`src/rtl/fwd_datapath_if.sv`:
```
// X/M/W datapath bus: D-stage operands and control in, stage results out.
// Signal names follow the core's pipeline port naming.
interface fwd_datapath_if #(
  parameter int XLEN = 32,
  parameter int RA_W = 5
) ();
  logic            stall_i;
  logic            flush_i;
  logic [RA_W-1:0] d_rs1_addr_i;
  logic [RA_W-1:0] d_rs2_addr_i;
  logic [XLEN-1:0] reg1_data_i;
  logic [XLEN-1:0] reg2_data_i;
  logic [RA_W-1:0] d_rd_addr_i;
  logic            d_we_i;
  logic            d_is_load_i;
  logic [1:0]      d_ld_size_i;
  logic            d_ld_uns_i;
  logic [XLEN-1:0] arith_out_i;
  logic [XLEN-1:0] mem_rdata_i;
  logic [XLEN-1:0] x_arith_op1_o;
  logic [XLEN-1:0] x_arith_op2_o;
  logic [XLEN-1:0] m_addr_o;
  logic [XLEN-1:0] w_mux_o;
  logic [RA_W-1:0] w_rd_addr_o;
  logic            w_we_o;
  logic            hazard_o;

  modport slave (
    input  stall_i, flush_i, d_rs1_addr_i, d_rs2_addr_i, reg1_data_i, reg2_data_i,
           d_rd_addr_i, d_we_i, d_is_load_i, d_ld_size_i, d_ld_uns_i,
           arith_out_i, mem_rdata_i,
    output x_arith_op1_o, x_arith_op2_o, m_addr_o, w_mux_o, w_rd_addr_o, w_we_o,
           hazard_o
  );

  modport master (
    output stall_i, flush_i, d_rs1_addr_i, d_rs2_addr_i, reg1_data_i, reg2_data_i,
           d_rd_addr_i, d_we_i, d_is_load_i, d_ld_size_i, d_ld_uns_i,
           arith_out_i, mem_rdata_i,
    input  x_arith_op1_o, x_arith_op2_o, m_addr_o, w_mux_o, w_rd_addr_o, w_we_o,
           hazard_o
  );
endinterface

```
`src/rtl/fwd_datapath.sv`:
```
// X/M/W pipeline datapath with X/M/W operand forwarding and M-stage load extension.
// ALU result reaches W 2 cycles after X; stall bubbles X only, flush bubbles X and M.
module fwd_datapath #(
  parameter int XLEN   = 32,
  parameter int RA_W   = 5,
  parameter int FWD_EN = 1
) (
  input logic           clk_i,
  input logic           rst_n_i,
  fwd_datapath_if.slave bus
);

  localparam int OFFW = (XLEN == 64) ? 3 : 2;

  // X stage
  logic [XLEN-1:0] r_x_op1;
  logic [XLEN-1:0] r_x_op2;
  logic [RA_W-1:0] r_x_rd;
  logic            r_x_we;
  logic            r_x_is_load;
  logic [1:0]      r_x_size;
  logic            r_x_uns;
  // M stage
  logic [XLEN-1:0] r_m_alu;
  logic [RA_W-1:0] r_m_rd;
  logic            r_m_we;
  logic            r_m_is_load;
  logic [1:0]      r_m_size;
  logic            r_m_uns;
  // W stage
  logic [XLEN-1:0] r_w_mux;
  logic [RA_W-1:0] r_w_rd;
  logic            r_w_we;

  logic [OFFW-1:0] w_off;
  logic [5:0]      w_shamt;
  logic [XLEN-1:0] w_ld_sh;
  logic [XLEN-1:0] w_ld_mask;
  logic            w_ld_sign;
  logic [XLEN-1:0] w_ld_ext;
  logic [XLEN-1:0] w_m_res;
  logic [XLEN-1:0] w_fwd1;
  logic [XLEN-1:0] w_fwd2;

  assign w_off = r_m_alu[OFFW-1:0];

  always_comb begin
    w_shamt = '0;
    case (r_m_size)
      2'd0:    w_shamt = 6'({w_off, 3'b000});
      2'd1:    w_shamt = 6'({w_off[OFFW-1:1], 4'b0000});
      2'd2:    w_shamt = (XLEN == 64) ? 6'({w_off[OFFW-1], 5'b00000}) : 6'd0;
      default: w_shamt = '0;
    endcase
  end

  assign w_ld_sh = bus.mem_rdata_i >> w_shamt;

  always_comb begin
    w_ld_mask = '1;
    w_ld_sign = 1'b0;
    case (r_m_size)
      2'd0: begin
        w_ld_mask = XLEN'(8'hFF);
        w_ld_sign = w_ld_sh[7];
      end
      2'd1: begin
        w_ld_mask = XLEN'(16'hFFFF);
        w_ld_sign = w_ld_sh[15];
      end
      2'd2: begin
        w_ld_mask = XLEN'(32'hFFFF_FFFF);
        w_ld_sign = w_ld_sh[31];
      end
      default: begin
        w_ld_mask = '1;
        w_ld_sign = 1'b0;
      end
    endcase
    if (r_m_uns) w_ld_sign = 1'b0;
  end

  assign w_ld_ext = (w_ld_sh & w_ld_mask) | (~w_ld_mask & {XLEN{w_ld_sign}});
  assign w_m_res  = r_m_is_load ? w_ld_ext : r_m_alu;

  function automatic logic fwd_hit(input logic [RA_W-1:0] src,
                                   input logic [RA_W-1:0] rd,
                                   input logic            we);
    return (FWD_EN != 0) && we && (rd != '0) && (src == rd);
  endfunction

  // A load still in X has no data yet, so it never forwards; older stages are tried instead.
  always_comb begin
    w_fwd1 = bus.reg1_data_i;
    if (fwd_hit(bus.d_rs1_addr_i, r_x_rd, r_x_we && !r_x_is_load)) w_fwd1 = bus.arith_out_i;
    else if (fwd_hit(bus.d_rs1_addr_i, r_m_rd, r_m_we))               w_fwd1 = w_m_res;
    else if (fwd_hit(bus.d_rs1_addr_i, r_w_rd, r_w_we))               w_fwd1 = r_w_mux;

    w_fwd2 = bus.reg2_data_i;
    if (fwd_hit(bus.d_rs2_addr_i, r_x_rd, r_x_we && !r_x_is_load)) w_fwd2 = bus.arith_out_i;
    else if (fwd_hit(bus.d_rs2_addr_i, r_m_rd, r_m_we))               w_fwd2 = w_m_res;
    else if (fwd_hit(bus.d_rs2_addr_i, r_w_rd, r_w_we))               w_fwd2 = r_w_mux;
  end

  // Bubbles keep operands and control fields; only we/is_load are cleared.
  always_ff @(posedge clk_i or negedge rst_n_i) begin
    if (!rst_n_i) begin
      r_x_op1     <= '0;
      r_x_op2     <= '0;
      r_x_rd      <= '0;
      r_x_we      <= 1'b0;
      r_x_is_load <= 1'b0;
      r_x_size    <= '0;
      r_x_uns     <= 1'b0;
    end else if (bus.flush_i || bus.stall_i) begin
      r_x_we      <= 1'b0;
      r_x_is_load <= 1'b0;
    end else begin
      r_x_op1     <= w_fwd1;
      r_x_op2     <= w_fwd2;
      r_x_rd      <= bus.d_rd_addr_i;
      r_x_we      <= bus.d_we_i;
      r_x_is_load <= bus.d_is_load_i;
      r_x_size    <= bus.d_ld_size_i;
      r_x_uns     <= bus.d_ld_uns_i;
    end
  end

  always_ff @(posedge clk_i or negedge rst_n_i) begin
    if (!rst_n_i) begin
      r_m_alu     <= '0;
      r_m_rd      <= '0;
      r_m_we      <= 1'b0;
      r_m_is_load <= 1'b0;
      r_m_size    <= '0;
      r_m_uns     <= 1'b0;
    end else begin
      r_m_alu     <= bus.arith_out_i;
      r_m_rd      <= r_x_rd;
      r_m_we      <= r_x_we && !bus.flush_i;
      r_m_is_load <= r_x_is_load && !bus.flush_i;
      r_m_size    <= r_x_size;
      r_m_uns     <= r_x_uns;
    end
  end

  always_ff @(posedge clk_i or negedge rst_n_i) begin
    if (!rst_n_i) begin
      r_w_mux <= '0;
      r_w_rd  <= '0;
      r_w_we  <= 1'b0;
    end else begin
      r_w_mux <= w_m_res;
      r_w_rd  <= r_m_rd;
      r_w_we  <= r_m_we;
    end
  end

  assign bus.x_arith_op1_o = r_x_op1;
  assign bus.x_arith_op2_o = r_x_op2;
  assign bus.m_addr_o      = r_m_alu;
  assign bus.w_mux_o       = r_w_mux;
  assign bus.w_rd_addr_o   = r_w_rd;
  assign bus.w_we_o        = r_w_we;
  assign bus.hazard_o      = r_x_we && r_x_is_load && (r_x_rd != '0) &&
                             ((r_x_rd == bus.d_rs1_addr_i) || (r_x_rd == bus.d_rs2_addr_i));

endmodule

```
`src/flat_wrapper.sv`:
```
// flat-port wrapper written by rule: the top's interface ports become plain ports
module fwd_datapath_flat 
#(
  parameter int XLEN   = 32,
  parameter int RA_W   = 5,
  parameter int FWD_EN = 1
)
  (clk_i, rst_n_i, bus_stall_i, bus_flush_i, bus_d_rs1_addr_i, bus_d_rs2_addr_i, bus_reg1_data_i, bus_reg2_data_i, bus_d_rd_addr_i, bus_d_we_i, bus_d_is_load_i, bus_d_ld_size_i, bus_d_ld_uns_i, bus_arith_out_i, bus_mem_rdata_i, bus_x_arith_op1_o, bus_x_arith_op2_o, bus_m_addr_o, bus_w_mux_o, bus_w_rd_addr_o, bus_w_we_o, bus_hazard_o);
  fwd_datapath_if #(.XLEN(XLEN), .RA_W(RA_W)) bus_i ();
  input logic clk_i;
  input logic rst_n_i;
  input wire logic [$bits(bus_i.stall_i)-1:0] bus_stall_i;
  input wire logic [$bits(bus_i.flush_i)-1:0] bus_flush_i;
  input wire logic [$bits(bus_i.d_rs1_addr_i)-1:0] bus_d_rs1_addr_i;
  input wire logic [$bits(bus_i.d_rs2_addr_i)-1:0] bus_d_rs2_addr_i;
  input wire logic [$bits(bus_i.reg1_data_i)-1:0] bus_reg1_data_i;
  input wire logic [$bits(bus_i.reg2_data_i)-1:0] bus_reg2_data_i;
  input wire logic [$bits(bus_i.d_rd_addr_i)-1:0] bus_d_rd_addr_i;
  input wire logic [$bits(bus_i.d_we_i)-1:0] bus_d_we_i;
  input wire logic [$bits(bus_i.d_is_load_i)-1:0] bus_d_is_load_i;
  input wire logic [$bits(bus_i.d_ld_size_i)-1:0] bus_d_ld_size_i;
  input wire logic [$bits(bus_i.d_ld_uns_i)-1:0] bus_d_ld_uns_i;
  input wire logic [$bits(bus_i.arith_out_i)-1:0] bus_arith_out_i;
  input wire logic [$bits(bus_i.mem_rdata_i)-1:0] bus_mem_rdata_i;
  output wire logic [$bits(bus_i.x_arith_op1_o)-1:0] bus_x_arith_op1_o;
  output wire logic [$bits(bus_i.x_arith_op2_o)-1:0] bus_x_arith_op2_o;
  output wire logic [$bits(bus_i.m_addr_o)-1:0] bus_m_addr_o;
  output wire logic [$bits(bus_i.w_mux_o)-1:0] bus_w_mux_o;
  output wire logic [$bits(bus_i.w_rd_addr_o)-1:0] bus_w_rd_addr_o;
  output wire logic [$bits(bus_i.w_we_o)-1:0] bus_w_we_o;
  output wire logic [$bits(bus_i.hazard_o)-1:0] bus_hazard_o;
  assign bus_i.stall_i = bus_stall_i;
  assign bus_i.flush_i = bus_flush_i;
  assign bus_i.d_rs1_addr_i = bus_d_rs1_addr_i;
  assign bus_i.d_rs2_addr_i = bus_d_rs2_addr_i;
  assign bus_i.reg1_data_i = bus_reg1_data_i;
  assign bus_i.reg2_data_i = bus_reg2_data_i;
  assign bus_i.d_rd_addr_i = bus_d_rd_addr_i;
  assign bus_i.d_we_i = bus_d_we_i;
  assign bus_i.d_is_load_i = bus_d_is_load_i;
  assign bus_i.d_ld_size_i = bus_d_ld_size_i;
  assign bus_i.d_ld_uns_i = bus_d_ld_uns_i;
  assign bus_i.arith_out_i = bus_arith_out_i;
  assign bus_i.mem_rdata_i = bus_mem_rdata_i;
  assign bus_x_arith_op1_o = bus_i.x_arith_op1_o;
  assign bus_x_arith_op2_o = bus_i.x_arith_op2_o;
  assign bus_m_addr_o = bus_i.m_addr_o;
  assign bus_w_mux_o = bus_i.w_mux_o;
  assign bus_w_rd_addr_o = bus_i.w_rd_addr_o;
  assign bus_w_we_o = bus_i.w_we_o;
  assign bus_hazard_o = bus_i.hazard_o;
  fwd_datapath #(.XLEN(XLEN), .RA_W(RA_W), .FWD_EN(FWD_EN)) u_core (.clk_i(clk_i), .rst_n_i(rst_n_i), .bus(bus_i));
endmodule
```
`config.mk`:
```
export PLATFORM = sky130hd
export DESIGN_NAME = fwd_datapath_flat
export DESIGN_NICKNAME = d
export VERILOG_FILES = /design/src/rtl/fwd_datapath_if.sv /design/src/rtl/fwd_datapath.sv /design/src/flat_wrapper.sv
export SDC_FILE = /design/constraint.sdc
export NUM_CORES = 1
export LEC_CHECK = 0
export BUFFER_PORTS_ARGS = -buffer_cell sky130_fd_sc_hd__buf_4
export CORE_AREA = 2 2 189 191
export DETAILED_ROUTE_END_ITERATION = 8
export DIE_AREA = 0 0 191 193
export HOLD_SLACK_MARGIN = 0.02
export PLACE_DENSITY_LB_ADDON = 0.2
export SYNTH_ARGS = -nofsm -noshare
export SYNTH_HDL_FRONTEND = slang
export SYNTH_SLANG_ARGS = --single-unit
```
`constraint.sdc`:
```
create_clock -name clk_i -period 5.8 [get_ports clk_i]
set_clock_uncertainty 0.15 [all_clocks]
set_input_delay 1.16 -clock clk_i [delete_from_list [all_inputs] [get_ports clk_i]]
set_output_delay 1.16 -clock clk_i [all_outputs]
set_load 0.02 [all_outputs]
```
==> impl_metrics.ini <==
[critical_path]
reg2reg_from = u_core.r_m_size[0]$_DFF_PN0_
critPathKind = reg -> reg
worstRegToRegCells = 6
end_kind = flop
cp_max_fo = 19
cp.arrival_ns = 3.93
required_ns = 5.93
start_kind = flop
startpoint = u_core.r_m_size[0]$_DFF_PN0_

[cts]
h-tree-depth = 4
cts_tree = built
post_cts_buffers = 0
cts.reportedPaths.clkPinSlew_ns = 0.07
clock_latency_ns = 0.45
cts_inserted_buffers = 17
clk_path_buf_depth = 2
ctsResizeCount = 0
hold_buffers = 0
ctsRootBufferMaster = clkbuf_16
cts.sinks = 154

[synth]
syn-mean-instance-area_um2 = 9.25
synth_area_um2 = 8570
synth_mux_area_share_pct = 5.05
ys_dominant_reg_cell = dfrtp_1
synth-simple-area-share_pct = 21.7
synth_top_family_by_area = simple AND/OR/NAND/NOR gates
synthAdderAreaFrac_pct = 0
syn_nets = 1079
synthDistinctLibCells = 65
ys_ff_latch = 154
yosysSeqAreaShare_pct = 45.0
synth_compound_area_share_pct = 21.0
yosys_warnings = 0
synth_edf_count = 0
syn_inst = 927
synth_xor_area_share_pct = 3.15
synthArstFlopShare_pct = 100

[die]
initial_core_util_pct = 24.5
die_x_um = 191
rows = 69
die-area_um2 = 36900
chipHeight_um = 193
ios = 287
core_area_um2 = 35000

[timing]
worst_pin_slew_ns = 1.17
relSlewSlack_pct = 22.0
rsz0062_at_grt = no
fin_crit_sh_pct = 65.5
tns_ns = 0
fin_crit_ns = 3.80
drv_slew = 0
hold_violations = 0
timing.fmax_mhz = 263
setup_viol = 0

[grt]
grt_max_degree = 85
grt_overflow = 0
grt_pass1_vias = 8556
grt_antenna_before_repair = 5
grt_pass1_wl_um = 57300
grt_usage_pct = 21.3

[placed_design]
dpl.hpwl_um = 28700
numPortBuffers = 286
gp_congestion = 0.854

[worst_hold_path]
min_path_cells = 0
min_from = u_core.r_x_uns$_DFFE_PN0N_
hp-class = reg -> reg

[routing]
drc = 0
vias_per_cell = 5.15
drtAntennaViolNets = 0
wire_per_inst_um = 23.7
wirelength_um = 39200
vias = 8517
dr.first_iter.drc_count = 738
drtPass1Iterations = 5

[pwr]
total_power_w = 0.00327
p_int_w = 0.00222
p_seq_share_pct = 39.4
leakagePower_nw = 5.20
power_density_nw_per_um2 = 278
sw_frac_of_total_pct = 32.0
ir_drop_mv = 0.207
pwr-share-clk_pct = 37.5
p_comb_share_pct = 23.1
p_switching_w = 0.00105

[run]
drv_cap = 0

[cells_and_area]
seq_area_um2 = 3850
final_nets = 1328
final_cell_mix = buf_4, dfrtp_1, nand2_1
multiInputGateArea_um2 = 4410
nFillCells = 3684
layout_commonest_cell = buf_4
area_growth_pct = 37.1
drive_above_1_share_pct = 33.2

[outcome]
status = finished clean
[worst paths after layout]
| kind | slack [ns] | endpoint |
|---|---|---|
| hold / removal | 0.23 | u_core.r_m_uns$_DFF_PN0_ |
| hold reg to reg | 0.23 | u_core.r_m_uns$_DFF_PN0_ |
| min in group asynchronous | 0.65 | u_core.bus.w_mux_o[4]$_DFF_PN0_ |
| setup reg to reg | 2.00 | u_core.bus.x_arith_op2_o[9]$_DFFE_PN0N_ |
| max in group asynchronous | 3.75 | u_core.r_m_is_load$_DFF_PN0_ |
| setup / recovery | 2.00 | u_core.bus.x_arith_op2_o[9]$_DFFE_PN0N_ |
[layout make-up]
type,count,share of cell area (%)
timing repair buffer,299,19.1
clock buffer,18,3.65
clock inverter,13,1.65
sequential,154,32.8
multi-input combinational,696,37.5
antenna,4,0.0852
tap,461,4.91
inverter,8,0.255
[synthesized netlist by cell type, drive strengths merged (12+ instances only)]
library cell  count  share of area, %
mux2             19               2.7
mux2i            20               2.3
o22ai            18               1.3
o211ai           23               2.2
buf              23               1.8
nand4            12              0.88
xnor2            23               2.4
or2              14               1.0
clkbuf           46               2.0
and3             47               3.4
dfrtp           154                45
o21ai            54               3.2
a211o            16               1.6
nor2             56               2.5
nor4             16               1.2
nand2           142               6.2
a21oi            68               4.0
a221oi           17               2.4
nor3             16               1.1
[sequential cells by signal (all words and copies together) (netlist names)]
signal                    cells
u_core.bus.m_addr_o          32
u_core.bus.w_mux_o           32
u_core.bus.w_rd_addr_o        5
u_core.bus.w_we_o             1
u_core.bus.x_arith_op1_o     32
u_core.bus.x_arith_op2_o     32
u_core.r_m_is_load            1
u_core.r_m_rd                 5
u_core.r_m_size               2
u_core.r_m_uns                1
u_core.r_m_we                 1
u_core.r_x_is_load            1
u_core.r_x_rd                 5
u_core.r_x_size               2
u_core.r_x_uns                1
u_core.r_x_we                 1
[logic make-up (layout without fill, tap and decap cells)]
kind of cell    Yosys count  count (layout)
compound gates          260             260
xor+xnor                 30              30
buf+inv                  77             338
flops                   154             154
mux                      39              39
other cells               0               4
simple gates            367             367
[critical path: stages (launching register included)]
cell      delay, ns
dfrtp_1        0.67
nor2b_1        0.61
o21ai_0        0.32
a211oi_2       0.93
nor2_1         0.14
nor3_2         0.61
a311oi_1       0.20
[power by group through the flow]
stage	registers, W	clock network (W)	logic, W
2_1_floorplan	0.00138	0	0.000290
3_3_place_gp	0.00131	0	0.000758
3_5_place_dp	0.00131	0	0.000763
4_1_cts	0.00129	0.00125	0.000765
5_1_grt	0.00130	0.00130	0.000822
6_report	0.00129	0.00123	0.000755
[metal layers]
metal	wire (um)	global-route usage, %	part of all wire, %
met2	18800	34.1	48
met4	607	6.23	1.5
met1	16800	28.2	43
met3	3020	5.85	7.7
met5	0	0	0
[stage by stage]
stage | worst slack [ns] | hold WS, ns | instance area [um^2] | utilization, % | cells
floorplan | 2.58 | 0.204 | 8570 | - | 927
global placement | 1.76 | 0.214 | 11100 | 31.8 | 1618
detailed placement | 1.74 | 0.217 | 11100 | 31.8 | 1618
CTS | 1.95 | 0.234 | 11700 | 33.6 | 1649
global route | 1.75 | 0.241 | 11800 | 33.6 | 1653
finish | 2.00 | 0.230 | 11800 | 33.6 | 1653
No activity file was read; power rests on OpenSTA's default activity.
